==> src/rtl/inst_fetch.sv <==
// Instruction-fetch stage: holds the PC, reads instruction memory over req/ack,
// latches the word into Inst and computes the next PC from control redirects.
module inst_fetch #(
  parameter logic [31:0] RESET_PC = 32'h0000_0000
) (
  input  logic        clk,
  input  logic        rst,
  output logic        imem_req,
  output logic [31:0] imem_addr,
  input  logic        imem_ack,
  input  logic [31:0] imem_rdata,
  input  logic        stall,
  input  logic        branch_taken,
  input  logic [15:0] branch_imm,
  input  logic        jump,
  input  logic [25:0] jump_addr,
  input  logic        jr,
  input  logic [31:0] jr_target,
  output logic        inst_valid,
  output logic [31:0] Inst,
  output logic [31:0] pc,
  output logic [31:0] pc_plus4
);

  typedef enum logic {
    FETCH,
    VALID
  } state_e;

  state_e      state_q, state_d;
  logic [31:0] pc_q, pc_d;
  logic [31:0] inst_q, inst_d;
  logic        inst_valid_q, inst_valid_d;
  logic [31:0] next_pc;
  logic [31:0] branch_off;

  assign pc_plus4   = pc_q + 32'd4;
  assign branch_off = {{14{branch_imm[15]}}, branch_imm, 2'b00};

  always_comb begin
    next_pc = pc_plus4;
    if (jr) begin
      next_pc = jr_target & 32'hFFFF_FFFC;
    end else if (jump) begin
      next_pc = {pc_plus4[31:28], jump_addr, 2'b00};
    end else if (branch_taken) begin
      next_pc = pc_plus4 + branch_off;
    end
  end

  // Acks are only honoured in FETCH; redirects only on consume (VALID & !stall).
  always_comb begin
    state_d      = state_q;
    pc_d         = pc_q;
    inst_d       = inst_q;
    inst_valid_d = inst_valid_q;
    case (state_q)
      FETCH: begin
        if (imem_ack) begin
          inst_d       = imem_rdata;
          inst_valid_d = 1'b1;
          state_d      = VALID;
        end
      end
      VALID: begin
        if (!stall) begin
          pc_d         = next_pc;
          inst_valid_d = 1'b0;
          state_d      = FETCH;
        end
      end
    endcase
  end

  always_ff @(posedge clk) begin
    if (rst) begin
      state_q      <= FETCH;
      pc_q         <= RESET_PC;
      inst_q       <= '0;
      inst_valid_q <= 1'b0;
    end else begin
      state_q      <= state_d;
      pc_q         <= pc_d;
      inst_q       <= inst_d;
      inst_valid_q <= inst_valid_d;
    end
  end

  assign imem_req   = (state_q == FETCH) && !rst;
  assign imem_addr  = pc_q;
  assign pc         = pc_q;
  assign Inst       = inst_q;
  assign inst_valid = inst_valid_q;

endmodule

==> config.mk <==
export PLATFORM = sky130hd
export DESIGN_NAME = inst_fetch
export DESIGN_NICKNAME = d
export VERILOG_FILES = /design/src/rtl/inst_fetch.sv
export SDC_FILE = /design/constraint.sdc
export NUM_CORES = 1
export LEC_CHECK = 0
export CAP_MARGIN = 10
export CORE_AREA = 8 8 118 120
export DETAILED_ROUTE_END_ITERATION = 8
export DIE_AREA = 0 0 126 128
export GPL_TIMING_DRIVEN = 0
export PLACE_DENSITY = 0.86
export SYNTH_ARGS = -nofsm -noshare
export SYNTH_HDL_FRONTEND = slang
export SYNTH_SLANG_ARGS = --single-unit
export TNS_END_PERCENT = 100
==> constraint.sdc <==
create_clock -name clk -period 8.3 [get_ports clk]
set_clock_uncertainty 0.2 [all_clocks]
set_input_delay 1.245 -clock clk [delete_from_list [all_inputs] [get_ports clk]]
set_output_delay 1.245 -clock clk [all_outputs]
set_load 0.1 [all_outputs]
==> results of run 1 <==
-- metal layers --
metal  part of all wire, %  wire, um
met4                   2.5       538
met2                    49     10600
met5                     0         0
met1                    41      8780
met3                   7.8      1680
-- worst max-delay path, delay by kind of cell, from the launching register on --
kind | cells | cell delay (ns)
buffers and inverters | 1 | 1.21
XOR/XNOR | 1 | 0.31
AND/OR/NAND/NOR | 4 | 1.21
flip-flops | 1 | 0.48
adder cells (fa/ha/maj) | 1 | 0.28
-- final timing paths --
| kind | start | to | depth (start not counted) |
|---|---|---|---|
| worst min-delay path | Inst[26] | Inst[26] | 2 |
| worst min register to register | Inst[26] | Inst[26] | 2 |
| worst max register to register | imem_addr[2] | imem_addr[31] | 15 |
| worst max-delay path | imem_addr[2] | pc_plus4[30] | 7 |
-- registers in the layout (all words and copies together), names as in the netlist --
name	count
inst_valid	1
imem_addr	30
state_q	1
Inst	32
-- cells by family (layout without fill, tap and decap cells) --
kind of cell	after synthesis	in the layout
AND/OR/NAND/NOR	238	238
AO/OA/AOI/OAI	218	218
buffers and inverters	83	329
flip-flops	64	64
XOR/XNOR	52	52
adder cells (fa/ha/maj)	37	37
multiplexers	8	8
other	1	6
-- cell type report --
cell class	count	area share, %
inverters	12	0.545
well taps	150	2.27
clock buffers	9	2.73
clock inverters	7	1.51
multi-input cells	559	43.5
flip-flops and latches	64	15.5
repair buffers	230	27.9
plain buffers	71	6.01
-- per-stage QoR --
step / setup slack (ns) / total power (W)
6_report: 3.02 / 0.00135
3_5_place_dp: 3.44 / 0.000893
3_3_place_gp: 3.45 / 0.000889
5_1_grt: 2.89 / 0.00140
2_1_floorplan: 2.40 / 0.000734
4_1_cts: 3.05 / 0.00135
-- placed cells by master, fill, tap and decap left out, types with 8 or more instances in the layout --
master and count:
sky130_fd_sc_hd__buf_4 37, sky130_fd_sc_hd__nand4_1 15, sky130_fd_sc_hd__o21ai_0 35, sky130_fd_sc_hd__inv_1 12, sky130_fd_sc_hd__nand3_1 23, sky130_fd_sc_hd__nand2_1 119, sky130_fd_sc_hd__mux2i_1 8, sky130_fd_sc_hd__a21o_1 17
sky130_fd_sc_hd__clkbuf_8 8, sky130_fd_sc_hd__nor2_1 37, sky130_fd_sc_hd__clkbuf_16 9, sky130_fd_sc_hd__ha_1 36, sky130_fd_sc_hd__xnor2_1 29, sky130_fd_sc_hd__clkdlybuf4s50_1 230, sky130_fd_sc_hd__a22oi_1 11, sky130_fd_sc_hd__dfxtp_1 64
sky130_fd_sc_hd__a21oi_1 75, sky130_fd_sc_hd__xor2_1 21, sky130_fd_sc_hd__clkbuf_1 23
-- power by group through the flow --
stage | clock, W | sequential, W | combinational [W]
3_5_place_dp | 0 | 0.000350 | 0.000543
4_1_cts | 0.000460 | 0.000343 | 0.000546
5_1_grt | 0.000477 | 0.000346 | 0.000574
3_3_place_gp | 0 | 0.000349 | 0.000540
2_1_floorplan | 0 | 0.000464 | 0.000270
6_report | 0.000454 | 0.000344 | 0.000548
==> flow_summary.html, run 1 <==
<table>
<tr><th>Metric</th><th>Value</th></tr>
<tr><th colspan="2">Worst setup path</th></tr>
<tr><td>CP startpoint kind</td><td>register</td></tr>
<tr><td>Flop-to-flop setup slack</td><td>3.82 ns</td></tr>
<tr><td>Largest fanout on the critical path</td><td>8</td></tr>
<tr><td>Path type of the worst setup path</td><td>reg -&gt; out</td></tr>
<tr><td>Data arrival time at the worst-slack endpoint</td><td>3.84 ns</td></tr>
<tr><td>Sequence of cells on the critical path</td><td>ha_1 -&gt; nand4_1 -&gt; nor2_2 -&gt; nand3_4 -&gt; nor3b_2 -&gt; xor2_1 -&gt; clkdlybuf4s50_1</td></tr>
<tr><td>Critical path's slowest cell</td><td>sky130_fd_sc_hd__clkdlybuf4s50_1</td></tr>
<tr><td>Sort of element at the end of the critical path</td><td>output port</td></tr>
<tr><td>Required time worst endpoint</td><td>6.86 ns</td></tr>
<tr><td>Max stage delay on crit path</td><td>~1.2 ns</td></tr>
<tr><th colspan="2">Logic synthesis</th></tr>
<tr><td>Most instantiated cells after synthesis</td><td>sky130_fd_sc_hd__nand2_1 (119), sky130_fd_sc_hd__a21oi_1 (75), sky130_fd_sc_hd__dfxtp_1 (64), sky130_fd_sc_hd__buf_4 (37), sky130_fd_sc_hd__nor2_1 (37)</td></tr>
<tr><td>Compound-gate portion of the synthesized area</td><td>about a quarter</td></tr>
<tr><td>Share of synthesized area occupied by flip-flops and latches</td><td>about a quarter</td></tr>
<tr><td>Fraction of registers with async set/reset</td><td>0%</td></tr>
<tr><td>Total of flip-flops plus latches after synthesis</td><td>64</td></tr>
<tr><td>Synthesized cell area</td><td>approximately 0.0054 mm^2</td></tr>
<tr><td>Most instantiated flip-flop cell in the synthesis netlist</td><td>sky130_fd_sc_hd__dfxtp_1</td></tr>
<tr><td>XOR/XNOR share of the synthesized area</td><td>8.71%</td></tr>
<tr><td>Mean instance size in the synthesized netlist</td><td>roughly 7.7 um^2</td></tr>
<tr><td>Library cell with the highest instance count after synthesis</td><td>sky130_fd_sc_hd__nand2_1</td></tr>
<tr><td>Simple-gate area share of the yosys netlist</td><td>a little over a fifth</td></tr>
<tr><td>Number of synthesis warnings</td><td>0</td></tr>
<tr><td>Cell type with the highest aggregate area in the netlist</td><td>sky130_fd_sc_hd__dfxtp_1</td></tr>
<tr><td>Top cell type's share of synthesized area</td><td>23.7%</td></tr>
<tr><td>Number of distinct library cells after synthesis</td><td>76</td></tr>
<tr><td>Top cells by area, synth</td><td>sky130_fd_sc_hd__dfxtp_1 (24%), sky130_fd_sc_hd__ha_1 (8.3%), sky130_fd_sc_hd__nand2_1 (8.3%)</td></tr>
<tr><td>Adder and majority gate portion of the synthesized area</td><td>8.71%</td></tr>
<tr><td>EDFF count, synth</td><td>0</td></tr>
<tr><td>Fraction of synthesized area in multiplexers</td><td>about 1.5%</td></tr>
<tr><td>Combinational family with the most area after synthesis</td><td>compound AO/OA/AOI/OAI gates</td></tr>
<tr><td>Cell count after synthesis</td><td>~700</td></tr>
<tr><th colspan="2">Timing</th></tr>
<tr><td>Relative slew margins</td><td>31.5%</td></tr>
<tr><td>Number of failing hold endpoints at the final stage</td><td>0</td></tr>
<tr><td>Finish-stage setup viols</td><td>0</td></tr>
<tr><td>Pins Over Slew Limit</td><td>0</td></tr>
<tr><td>Transition at the pin with the smallest max-transition slack</td><td>1.02 ns</td></tr>
<tr><td>Setup repair after global routing missed its margin</td><td>no</td></tr>
<tr><td>Hold Slack</td><td>about 0.25 ns</td></tr>
<tr><td>Sum Neg Setup Slack</td><td>0 ns</td></tr>
<tr><td>Final critical path time including I/O delays and setup</td><td>5.28 ns</td></tr>
<tr><td>Period Utilization, post-route</td><td>a little under two thirds</td></tr>
<tr><td>Maximum clock rate</td><td>189 MHz</td></tr>
<tr><th colspan="2">Global routing</th></tr>
<tr><td>Vias in the first global route</td><td>6095</td></tr>
<tr><td>Number of antenna violations at the first check in global routing</td><td>0</td></tr>
<tr><td>Global route hottest layer</td><td>met2</td></tr>
<tr><td>Routing usage on met1</td><td>30.3%</td></tr>
<tr><td>Overall Global Routing Usage</td><td>between 20% and 30%</td></tr>
<tr><td>Global-route met3 utilization</td><td>6.20%</td></tr>
<tr><td>Global routing usage on met2</td><td>44.0%</td></tr>
<tr><td>Pin count of the biggest net entering global routing</td><td>25</td></tr>
<tr><td>Remaining global-route overflow</td><td>0</td></tr>
<tr><td>First-pass GRT wire length</td><td>32800 um</td></tr>
<tr><th colspan="2">Power</th></tr>
<tr><td>Share of power burned in the clock network</td><td>33.8%</td></tr>
<tr><td>Maximum resistive drop on vdd</td><td>approximately 0.096 mV</td></tr>
<tr><td>Leakage</td><td>between 3 and 4 nW</td></tr>
<tr><td>Combinational group share of total power</td><td>40.7%</td></tr>
<tr><td>Reg power frac</td><td>25.5%</td></tr>
<tr><td>Switching component of the power</td><td>0.000554 W</td></tr>
<tr><td>Cell-internal power</td><td>0.000793 W</td></tr>
<tr><td>Power density cells</td><td>between 150 and 200 mW/mm^2</td></tr>
<tr><td>Sw frac</td><td>41.1%</td></tr>
<tr><th colspan="2">Clock tree</th></tr>
<tr><td>Source-to-sink clock delay at the later pin of the worst-skew pair</td><td>approximately 0.34 ns</td></tr>
<tr><td>Post-CTS repair timing setup buffer count</td><td>0</td></tr>
<tr><td>Number of buffers inserted for hold repair after clock tree synthesis</td><td>0</td></tr>
<tr><td>Post-cts repair resize count</td><td>0</td></tr>
<tr><td>TritonCTS clock tree</td><td>built</td></tr>
<tr><td>Root buffer cell</td><td>sky130_fd_sc_hd__clkbuf_16</td></tr>
<tr><td>Clock slew seen by the registers of the worst setup and hold paths</td><td>0.06 ns</td></tr>
<tr><td>Clock Sink Count</td><td>64</td></tr>
<tr><td>H-tree levels</td><td>3</td></tr>
<tr><td>Buffer levels on the longest clock path</td><td>2</td></tr>
<tr><td>Total clock buffers created by CTS</td><td>9</td></tr>
<tr><th colspan="2">Route</th></tr>
<tr><td>Number of design rule violations left after detail routing</td><td>0</td></tr>
<tr><td>Antenna viol nets, final</td><td>0</td></tr>
<tr><td>Average wire per cell in the routed design</td><td>just under 20 um</td></tr>
<tr><td>Number of violations reported at the end of detailed-routing iteration 0</td><td>600</td></tr>
<tr><td>Routed vias</td><td>6210</td></tr>
<tr><td>Pre-Repair DR Iteration Count</td><td>5</td></tr>
<tr><td>Final routed wirelength across all metal layers</td><td>between 20000 and 25000 um</td></tr>
<tr><td>Via density per instance</td><td>5.64</td></tr>
<tr><th colspan="2">Placement</th></tr>
<tr><td>Detailed-placement wirelength estimate</td><td>about 17000 um</td></tr>
<tr><td>Placed cell count</td><td>1086</td></tr>
<tr><td>Instance area after placement</td><td>0.00791 mm^2</td></tr>
<tr><td>Final weighted congestion in routability-driven placement</td><td>around 0.94</td></tr>
<tr><td>Count of port buffers added during placement</td><td>230</td></tr>
<tr><th colspan="2">Cells and area</th></tr>
<tr><td>Footprint of the multi-input gates</td><td>0.00360 mm^2</td></tr>
<tr><td>Final Util</td><td>67.6%</td></tr>
<tr><td># diodes</td><td>0</td></tr>
<tr><td>Number of nets at the end of the flow</td><td>1097</td></tr>
<tr><td>Sequential cell area</td><td>around 0.0013 mm^2</td></tr>
<tr><td>Filler cells</td><td>1028</td></tr>
<tr><td>Final Non-Filler Cells</td><td>1102</td></tr>
<tr><td>Final non-filler cell area</td><td>about 0.0083 mm^2</td></tr>
<tr><td>Fraction of layout instances using a drive strength above 1</td><td>a little under a tenth</td></tr>
<tr><td>Synthesis-to-layout area growth</td><td>52.9%</td></tr>
<tr><th colspan="2">Floorplan</th></tr>
<tr><td>Placeable core area</td><td>0.0122 mm^2</td></tr>
<tr><td>IO Pins</td><td>243</td></tr>
<tr><td>Starting utilization of the core area</td><td>~44%</td></tr>
<tr><td>Area enclosed by the die boundary</td><td>around 0.016 mm^2</td></tr>
<tr><td>Site Rows</td><td>41</td></tr>
<tr><td>Die outline height</td><td>128 um</td></tr>
<tr><td>Die X</td><td>126 um</td></tr>
<tr><th colspan="2">Run</th></tr>
<tr><td>Max_cap viols</td><td>0</td></tr>
<tr><th colspan="2">Run status</th></tr>
<tr><td>Outcome</td><td>finished clean</td></tr>
<tr><th colspan="2">Worst hold path</th></tr>
<tr><td>Worst min path class</td><td>reg -&gt; reg</td></tr>
</table>
Power figures use the tool's default switching activity.
==> run 2: changes to the inputs <==
--- a/config.mk
+++ b/config.mk
@@ -6,11 +6,11 @@
 export NUM_CORES = 1
 export LEC_CHECK = 0
 export CAP_MARGIN = 10
-export CORE_AREA = 8 8 118 120
+export CORE_AREA = 8 8 127 129
 export DETAILED_ROUTE_END_ITERATION = 8
-export DIE_AREA = 0 0 126 128
+export DIE_AREA = 0 0 135 137
 export GPL_TIMING_DRIVEN = 0
-export PLACE_DENSITY = 0.86
+export PLACE_DENSITY = 0.78
 export SYNTH_ARGS = -nofsm -noshare
 export SYNTH_HDL_FRONTEND = slang
 export SYNTH_SLANG_ARGS = --single-unit
==> constraint.sdc (replaced) <==
create_clock -name clk -period 4.5 [get_ports clk]
set_clock_uncertainty 0.2 [all_clocks]
set_input_delay 0.675 -clock clk [delete_from_list [all_inputs] [get_ports clk]]
set_output_delay 0.675 -clock clk [all_outputs]
set_load 0.1 [all_outputs]
==> run 2 against run 1 <==
Cell area increased by 4.1%. Sequential power increased by 86%. Hold slack improved by 0.0011 ns. Combinational power increased by 86%. First-iteration DRC count decreased by 21%. Utilization decreased by 7.1 points. Via count decreased by 0.47%. Die area increased by 15%. Sequential share of layout area decreased by 0.13 points. Register-to-register slack got worse by 3.4 ns. Total power increased by 73%. Wire length increased by 1.9%. Highest routed layer unchanged.
==> flow_summary.html, run 2 (synthesized netlist as in run 1, its figures left out) <==
<table>
<tr><th>Metric</th><th>Value</th></tr>
<tr><th colspan="2">Floorplan</th></tr>
<tr><td>Starting utilization of the core area</td><td>38.0% (-6.2 points)</td></tr>
<tr><td>Area enclosed by the die boundary</td><td>0.0185 mm^2 (+15%)</td></tr>
<tr><td>Site Rows</td><td>44 (+7.3%)</td></tr>
<tr><td>Placeable core area</td><td>0.0142 mm^2 (+16%)</td></tr>
<tr><td>Die X</td><td>135 um (+7.1%)</td></tr>
<tr><td>Die outline height</td><td>137 um (+7.0%)</td></tr>
<tr><td>IO Pins</td><td>243 (unchanged)</td></tr>
<tr><th colspan="2">Worst setup path</th></tr>
<tr><td>RR Startpoint</td><td>imem_addr[2]</td></tr>
<tr><td>WP buf/inv</td><td>2 (+1)</td></tr>
<tr><td>Required time worst endpoint</td><td>3.62 ns (-3.24 ns)</td></tr>
<tr><td>Cell family with most CP delay</td><td>buffers and inverters</td></tr>
<tr><td>CP Launch Point</td><td>imem_addr[8]</td></tr>
<tr><td>Path type of the worst setup path</td><td>reg -&gt; out</td></tr>
<tr><td>Largest fanout on the critical path</td><td>8 (unchanged)</td></tr>
<tr><td>Critical path's slowest cell</td><td>sky130_fd_sc_hd__clkdlybuf4s50_1</td></tr>
<tr><td>CP startpoint kind</td><td>register</td></tr>
<tr><td>Sort of element at the end of the critical path</td><td>output port</td></tr>
<tr><td>Sequence of cells on the critical path</td><td>nand4_2 -&gt; nor3_4 -&gt; buf_12 -&gt; nand4_1 -&gt; nor3_1 -&gt; xor2_4 -&gt; clkdlybuf4s50_1</td></tr>
<tr><td>Data arrival time at the worst-slack endpoint</td><td>3.49 ns (-0.35 ns)</td></tr>
<tr><td>Max stage delay on crit path</td><td>1.18 ns (-0.03 ns)</td></tr>
<tr><th colspan="2">Cells and area</th></tr>
<tr><td>Footprint of the multi-input gates</td><td>0.00390 mm^2 (+8.4%)</td></tr>
<tr><td>Sequential cell area</td><td>0.00132 mm^2 (+3.2%)</td></tr>
<tr><td>Number of nets at the end of the flow</td><td>1099 (+0.18%)</td></tr>
<tr><td>Filler cells</td><td>1297 (+26%)</td></tr>
<tr><td>Max FFs per register</td><td>32 (unchanged)</td></tr>
<tr><td>Synthesis-to-layout area growth</td><td>59.2%</td></tr>
<tr><td>Most used cells in the layout excluding fill and tap cells</td><td>sky130_fd_sc_hd__clkdlybuf4s50_1 (227), sky130_fd_sc_hd__nand2_1 (119), sky130_fd_sc_hd__a21oi_1 (75), sky130_fd_sc_hd__dfxtp_1 (41), sky130_fd_sc_hd__buf_4 (38)</td></tr>
<tr><td>Most frequent standard cell in the layout excluding fill and tap cells</td><td>sky130_fd_sc_hd__clkdlybuf4s50_1</td></tr>
<tr><td>Final Util</td><td>60.5% (-7.1 points)</td></tr>
<tr><td>Fraction of layout instances using a drive strength above 1</td><td>14.7% (+5.5 points)</td></tr>
<tr><th colspan="2">Worst hold path</th></tr>
<tr><td>Worst min path class</td><td>reg -&gt; reg</td></tr>
<tr><td>Worst Min Path Start</td><td>Inst[25]</td></tr>
<tr><th colspan="2">Clock tree</th></tr>
<tr><td>Total clock buffers created by CTS</td><td>9 (unchanged)</td></tr>
<tr><td>Clock slew seen by the registers of the worst setup and hold paths</td><td>0.06 ns (about the same)</td></tr>
<tr><td>Root buffer cell</td><td>sky130_fd_sc_hd__clkbuf_16</td></tr>
<tr><td>Source-to-sink clock delay at the later pin of the worst-skew pair</td><td>0.34 ns (about the same)</td></tr>
<tr><td>Number of buffers inserted for hold repair after clock tree synthesis</td><td>0 (unchanged)</td></tr>
<tr><td>Buffer levels on the longest clock path</td><td>2 (unchanged)</td></tr>
<tr><td>Clock Sink Count</td><td>64 (unchanged)</td></tr>
<tr><td>TritonCTS clock tree</td><td>built</td></tr>
<tr><td>H-tree levels</td><td>3 (unchanged)</td></tr>
<tr><th colspan="2">Placement</th></tr>
<tr><td>Detailed-placement wirelength estimate</td><td>17300 um (+2.8%)</td></tr>
<tr><td>Count of port buffers added during placement</td><td>230 (unchanged)</td></tr>
<tr><td>Post-placement worst setup slack</td><td>0.0156 ns (-3.42 ns)</td></tr>
<tr><td>Final weighted congestion in routability-driven placement</td><td>0.881 (-5.9%)</td></tr>
<tr><th colspan="2">Timing</th></tr>
<tr><td>Period Utilization, post-route</td><td>97.0%</td></tr>
<tr><td>Setup repair after global routing missed its margin</td><td>no</td></tr>
<tr><td>Final critical path time including I/O delays and setup</td><td>~4.4 ns</td></tr>
<tr><td>Post-route worst setup slack</td><td>0.135 ns (-2.88 ns)</td></tr>
<tr><td>Pins Over Slew Limit</td><td>0 (unchanged)</td></tr>
<tr><td>Number of failing hold endpoints at the final stage</td><td>0 (unchanged)</td></tr>
<tr><td>Finish-stage setup viols</td><td>0 (unchanged)</td></tr>
<tr><td>Transition at the pin with the smallest max-transition slack</td><td>1.03 ns (+0.00410 ns)</td></tr>
<tr><td>Relative slew margins</td><td>31.2% (-0.27 points)</td></tr>
<tr><td>Maximum clock rate</td><td>229 MHz</td></tr>
<tr><td>Hold Slack</td><td>0.254 ns (+0.00111 ns)</td></tr>
<tr><th colspan="2">Global routing</th></tr>
<tr><td>First-pass GRT wire length</td><td>33700 um (+2.9%)</td></tr>
<tr><td>Number of antenna violations at the first check in global routing</td><td>1 (+1)</td></tr>
<tr><td>Overall Global Routing Usage</td><td>23.3% (-2.3 points)</td></tr>
<tr><td>Vias in the first global route</td><td>6357 (+4.3%)</td></tr>
<tr><td>Pin count of the biggest net entering global routing</td><td>25 (unchanged)</td></tr>
<tr><td>Remaining global-route overflow</td><td>0 (unchanged)</td></tr>
<tr><th colspan="2">Route</th></tr>
<tr><td>Number of design rule violations left after detail routing</td><td>0 (unchanged)</td></tr>
<tr><td>Via density per instance</td><td>5.43 (-3.7%)</td></tr>
<tr><td>Final routed wirelength across all metal layers</td><td>22000 um (+1.9%)</td></tr>
<tr><td>Average wire per cell in the routed design</td><td>19.3 um (-1.4%)</td></tr>
<tr><td>Antenna viol nets, final</td><td>0 (unchanged)</td></tr>
<tr><td>Number of violations reported at the end of detailed-routing iteration 0</td><td>477 (-21%)</td></tr>
<tr><td>Routed vias</td><td>6181 (-0.47%)</td></tr>
<tr><td>Pre-Repair DR Iteration Count</td><td>5 (unchanged)</td></tr>
<tr><th colspan="2">Power</th></tr>
<tr><td>Leakage</td><td>3.60 nW (+4.8%)</td></tr>
<tr><td>Maximum resistive drop on vdd</td><td>0.283 mV (+190%)</td></tr>
<tr><td>Power density cells</td><td>271 mW/mm^2 (+66%)</td></tr>
<tr><th colspan="2">Run</th></tr>
<tr><td>Max_cap viols</td><td>0 (unchanged)</td></tr>
<tr><th colspan="2">Run status</th></tr>
<tr><td>Outcome</td><td>finished clean</td></tr>
</table>
[run 2: routing by layer]
| metal | wire length [um] | up-vias | GRT usage (%) | part of all wire, % |
|---|---|---|---|---|
| li1 | - | 2988 | - | - |
| met1 | 8800 | 2869 | 26.6 | 40 |
| met2 | 10500 | 278 | 39.1 | 48 |
| met3 | 2000 | 46 | 7.75 | 9.1 |
| met4 | 714 | 0 | 10.2 | 3.2 |
| met5 | 0 | - | 0 | 0 |
[run 2: power breakdown]
| group | internal (W) | total, W | switching [W] | leakage (nW) |
|---|---|---|---|---|
| Combinational | 0.000324 | 0.00102 | 0.000694 | 2.92 |
| Clock | 0.000389 | 0.000676 | 0.000286 | 0.139 |
| Sequential | 0.000599 | 0.000640 | 0.0000416 | 0.535 |
[run 2: layout make-up]
cell class	count	area share, %
Multi-Input combinational cell	559	45.3
Timing Repair Buffer	232	27.0
Sequential cell	64	15.4
Buffer	71	5.78
Clock buffer	10	2.78
Tap cell	184	2.68
Inverter	12	0.524
Clock inverter	6	0.480
Antenna cell	1	0.0291
[run 2: path summary, 6_finish.rpt]
path                    to  slack [ns]  depth (start not counted)
max           pc_plus4[27]        0.13                          7
min               Inst[25]        0.25                          2
max reg2reg  imem_addr[31]        0.37                         16
min reg2reg       Inst[25]        0.25                          2
[run 2: worst reg2reg max path: cells and delay by family, from the launching register on]
family | cells | cell delay (ns)
AOI/OAI and AO/OA | 3 | 0.67
adders and majority gates | 2 | 0.51
buffers and inverters | 1 | 0.23
and+or+nand+nor | 8 | 1.59
xor gates and xnor gates | 2 | 0.41
DFF | 1 | 0.40
[run 2: through the flow]
step	cells	area, um^2	total power, W	setup TNS [ns]
after global placement	1120	8270	0.00166	0
final	1139	8600	0.00233	0
after detailed placement	1120	8270	0.00166	0
after floorplan	706	5740	0.00137	0
after global routing	1139	8600	0.00243	0
after CTS	1136	8550	0.00234	-0.0135
[run 2: repair_timing]
item / in CTS / in global routing
buffers inserted: 0 / 2
endpoints found under the setup margin: 4 / 5
pin swaps: 0 / 1
resized for setup: 3 / 4
